File: src/rtl/product_accumulator.sv
// rtl/product_accumulator.sv - sums NTERMS unsigned 8-bit products per result behind valid/ready ports
// Define PRODUCT_ACC_SATURATE_EN to clamp the sum at 2^ACC_W-1 on overflow instead of wrapping.
module product_accumulator #(
  parameter int NTERMS = 4,
  parameter int ACC_W  = 10
) (
  input  logic             CLK,
  input  logic             RST,
  input  logic             START,
  input  logic [7:0]       PRODUCT_IN,
  input  logic             IN_VALID,
  output logic             IN_READY,
  output logic [ACC_W-1:0] ACC_OUT,
  output logic             OUT_VALID,
  input  logic             OUT_READY,
  output logic             OVF,
  output logic [7:0]       BEAT_CNT
);

  typedef enum logic [1:0] {S_IDLE, S_ACCUM, S_DONE} state_t;

  localparam logic [7:0] LP_LAST = 8'(NTERMS);

  state_t           r_state;
  logic [ACC_W-1:0] r_acc;
  logic [ACC_W-1:0] r_acc_out;
  logic             r_ovf;
  logic             r_in_ready;
  logic             r_out_valid;
  logic [7:0]       r_beat_cnt;

  logic             w_accept;
  logic [ACC_W:0]   w_prod_ext;
  logic [ACC_W:0]   w_sum;
  logic             w_carry;
  logic [ACC_W-1:0] w_acc_next;
  logic [7:0]       w_cnt_next;

  // One extra bit on the adder exposes the carry used for overflow detection.
  always_comb begin
    w_prod_ext      = '0;
    w_prod_ext[7:0] = PRODUCT_IN;
    w_sum           = {1'b0, r_acc} + w_prod_ext;
    w_carry         = w_sum[ACC_W];
`ifdef PRODUCT_ACC_SATURATE_EN
    w_acc_next      = w_carry ? '1 : w_sum[ACC_W-1:0];
`else
    w_acc_next      = w_sum[ACC_W-1:0];
`endif
  end

  assign w_accept   = IN_VALID & r_in_ready;
  assign w_cnt_next = r_beat_cnt + 8'd1;

  always_ff @(posedge CLK or posedge RST) begin
    if (RST) begin
      r_state     <= S_IDLE;
      r_acc       <= '0;
      r_acc_out   <= '0;
      r_ovf       <= 1'b0;
      r_in_ready  <= 1'b0;
      r_out_valid <= 1'b0;
      r_beat_cnt  <= '0;
    end else begin
      case (r_state)
        S_IDLE: begin
          if (START) begin
            r_acc      <= '0;
            r_beat_cnt <= '0;
            r_ovf      <= 1'b0;
            r_in_ready <= 1'b1;
            r_state    <= S_ACCUM;
          end
        end

        S_ACCUM: begin
          if (START) begin
            // A beat arriving with the restart becomes beat 1 of the new sum.
            r_ovf <= 1'b0;
            if (w_accept) begin
              r_acc      <= w_prod_ext[ACC_W-1:0];
              r_beat_cnt <= 8'd1;
            end else begin
              r_acc      <= '0;
              r_beat_cnt <= '0;
            end
          end else if (w_accept) begin
            r_acc      <= w_acc_next;
            r_beat_cnt <= w_cnt_next;
            r_ovf      <= r_ovf | w_carry;
            if (w_cnt_next == LP_LAST) begin
              r_acc_out   <= w_acc_next;
              r_out_valid <= 1'b1;
              r_in_ready  <= 1'b0;
              r_state     <= S_DONE;
            end
          end
        end

        S_DONE: begin
          if (OUT_READY) begin
            r_out_valid <= 1'b0;
            r_acc       <= '0;
            r_beat_cnt  <= '0;
            r_ovf       <= 1'b0;
            if (START) begin
              r_in_ready <= 1'b1;
              r_state    <= S_ACCUM;
            end else begin
              r_state <= S_IDLE;
            end
          end
        end

        default: begin
          r_state     <= S_IDLE;
          r_in_ready  <= 1'b0;
          r_out_valid <= 1'b0;
        end
      endcase
    end
  end

  assign IN_READY  = r_in_ready;
  assign OUT_VALID = r_out_valid;
  assign ACC_OUT   = r_acc_out;
  assign OVF       = r_ovf;
  assign BEAT_CNT  = r_beat_cnt;

endmodule

File: config.mk
export PLATFORM = sky130hd
export DESIGN_NAME = product_accumulator
export DESIGN_NICKNAME = d
export VERILOG_FILES = /design/src/rtl/product_accumulator.sv
export SDC_FILE = /design/constraint.sdc
export NUM_CORES = 1
export LEC_CHECK = 0
export CORE_UTILIZATION = 25
export CTS_CLUSTER_DIAMETER = 40
export CTS_CLUSTER_SIZE = 30
export DETAILED_ROUTE_END_ITERATION = 12
export HOLD_SLACK_MARGIN = 0.15
export PLACE_DENSITY = 0.53
export SLEW_MARGIN = 15
export SYNTH_ARGS = -nofsm -noshare
export SYNTH_HDL_FRONTEND = slang
export SYNTH_SLANG_ARGS = --single-unit
File: constraint.sdc
create_clock -name CLK -period 3.3 [get_ports CLK]
set_clock_uncertainty 0.05 [all_clocks]
set_input_delay 0.99 -clock CLK [delete_from_list [all_inputs] [get_ports CLK]]
set_output_delay 0.99 -clock CLK [all_outputs]
set_load 0.005 [all_outputs]
==> run metrics <==
RD Place Congestion=0.811; mean area per synthesized cell=slightly below 10 sq um; DR vias/cell=between 4 and 5; CTS tree=built; multi-input logic area=approximately 1100 sq um; Critical Path Source Type=input port; final hold vios=0; top cells by area, synth=dfrtp_1 41%, ha_1 6.2%, o21ai_0 4.7%; R2R setup slack=approximately 1100 ps; Crit Path Class=input port to flip-flop; first-pass detailed-route iteration total=4; share of the synthesized area in the top cell type=around two fifths; DRT iter0 DRCs=just over 100; worst skew pair latency=between 200 and 300 ps; Switching Fraction=between 20% and 30%; syn_nets=227; Post-Route WL=about 5.0 mm; Hold Crit Depth=2; row cnt=32; via count=approximately 1,700; Slew Limit Fails=0; period utilization=roughly nine tenths; first-pass GRT wire length=between 8 and 9 mm; CP arrival=about 3200 ps; Min Hold Slack=about 450 ps; DR WL/cell=roughly 14 um; pre-CTS WS=-22.8 ps; largest fanout on the critical path=4; clk slew on worst S/H paths=approximately 70 ps; Hold Path End=r_acc[0]; Ports=34; Total Routing Usage GR=about 13%; worst min path class=flip-flop to flip-flop; area occupied by registers=826 sq um; worst flop-to-flop path startpoint=BEAT_CNT[0]; post-synthesis sequential area ratio=41.1%; Lkg Pwr=1.17 nW; drt drc=0; dominant cell type by area after synthesis=dfrtp_1; relative slew slack=between 50% and 60%; number of I/O port buffers=33; R2R cell count=6; CTS resizes=0; Power, Total=0.977 mW; final antenna-violating net count=0; CTS sink count=33; CTS Hold Bufs=0; placed insts=between 300 and 400; unrepaired setup endpoints after global routing=false; Root Buffer=clkbuf_8; endpoints failing setup=0; Cells after Synth=between 200 and 250; clock share of power=between 30% and 40%; antenna cell count=0; share of power burned in registers=between 40% and 50%; max frequency=about 330 MHz; netlist area before placement=2010 sq um; H-Tree Depth=2; flops & latches, synth=33; chip width=about 92 um; min-delay src=r_acc[0]; dpl hpwl=3.51 mm; internal power=0.686 mW; Worst-Margin Slew=roughly 630 ps; combinational power share=23.3%; clock period minus worst slack=between 3000 and 4000 ps; Crit path required time=~3400 ps; vias in the first global route=about 1,600; final cell count without fillers=roughly 350; setup TNS=0 ps; Post-synth EDFFs=0; library cells used by synthesis=55; worst vdd ir=~0.00012 V; Setup crit end kind=flip-flop; total CTS buffers=5; Sw Pwr=0.290 mW; post-CTS setup buffers=0; # Max-Cap Violations=0; Ys Warns=0; main flop type after synthesis=dfrtp_1; power density over cell area=379 nW/um^2; Fillers=805; initial antenna violation count=0; CORE AREA=around 8000 sq um; die height=91.7 um; Starting Density=about a quarter; final net count=approximately 270; Die ar.=around 8400 sq um; RR Endpoint=ACC_OUT[9]; CTS Buffer Depth=2; largest net degree at the start of global routing=34; share of cells above drive strength 1=about a tenth; grt total ovfl=0; setup ws final=roughly 270 ps; Layout area overhead=28.3%; status=finished, final reports clean; Post-synth ARST share=100%
## placed cells by master (no fill, tap or decap), types with 4 or more instances in the layout
cell type        instances
a21oi_1                  9
a22o_1                   5
a32oi_1                  4
buf_4                   10
clkbuf_8                 5
clkdlybuf4s50_1         33
dfrtp_1                 33
ha_1                    10
inv_1                   12
mux2i_1                  5
nand2_1                 17
nand3_1                  5
nor2_1                   8
o21a_1                   5
o21ai_0                 19
o31ai_1                  4
xor2_1                   4
## registers in the layout (all words and copies together), names as in the netlist
signal     count
ACC_OUT       10
BEAT_CNT       8
IN_READY       1
OUT_VALID      1
OVF            1
r_acc         10
r_state        2
## worst max-delay path by stage
stage                        from         end  slack [ps]  depth (start not counted)
finish              PRODUCT_IN[0]  ACC_OUT[8]         270                          9
global route        PRODUCT_IN[0]  ACC_OUT[8]         130                          9
CTS                 PRODUCT_IN[0]  ACC_OUT[8]         270                          9
detailed placement  PRODUCT_IN[0]  ACC_OUT[8]         -20                          9
global placement    PRODUCT_IN[0]  ACC_OUT[8]          10                          9
floorplan           PRODUCT_IN[0]  ACC_OUT[8]         570                          8
## metal layers
layer  up-vias  wire (um)  GRT usage [%]
li1        833          -              -
met1       843       2540           18.3
met2        43       2150           18.3
met3         5        200           3.32
met4         0         62           5.29
met5         -          0              0
## layout make-up
type / instances / area share [%]
clock buffers: 8 / 3.11
inverters: 12 / 1.75
multi-input cells: 149 / 42.5
flip-flops and latches: 33 / 32.0
well taps: 102 / 4.95
repair buffers: 43 / 15.7
## cell usage after synthesis, types with 3 or more instances
cell	instances
nand2_1	17
xor2_1	4
clkbuf_1	6
o21ai_0	19
nand3_1	5
xnor2_1	3
o21a_1	5
nor2_1	8
a32oi_1	4
a22o_1	5
inv_1	12
mux2i_1	5
o31ai_1	4
a21oi_1	9
ha_1	10
mux2_4	3
dfrtp_1	33
and3_1	3
mux2_2	3
## cells by family after synthesis
logic type / after synthesis / share of synthesized area, %
and+or+nand+nor: 53 / 15.1
adders and majority gates: 11 / 7.22
muxes: 11 / 6.41
AOI/OAI and AO/OA: 67 / 22.7
buffers and inverters: 21 / 4.42
DFF: 33 / 41.1
xor gates and xnor gates: 7 / 3.05
## per-stage QoR
stage | area, sq um | util (%)
after global placement | 2500 | 32.2
after global routing | 2580 | 33.2
after detailed placement | 2500 | 32.2
after CTS | 2580 | 33.2
after floorplan | 2010 | -
final | 2580 | 33.2
## power groups by stage
stage | Clock (mW) | Sequential [mW] | Combinational, mW
after floorplan | 0 | 0.449 | 0.147
after global placement | 0 | 0.452 | 0.228
after detailed placement | 0 | 0.453 | 0.228
after CTS | 0.315 | 0.445 | 0.230
after global routing | 0.332 | 0.449 | 0.257
final | 0.305 | 0.445 | 0.227
## worst max-delay path, cell delays in order
cell and delay [ps]:
clkdlybuf4s50_1 490, ha_1 180, inv_1 60, fa_1 400, nor2b_1 170, o31a_1 160, a2bb2oi_1 340, xor2_1 110
mux2_2 270
(Power assumes the default switching activity.)
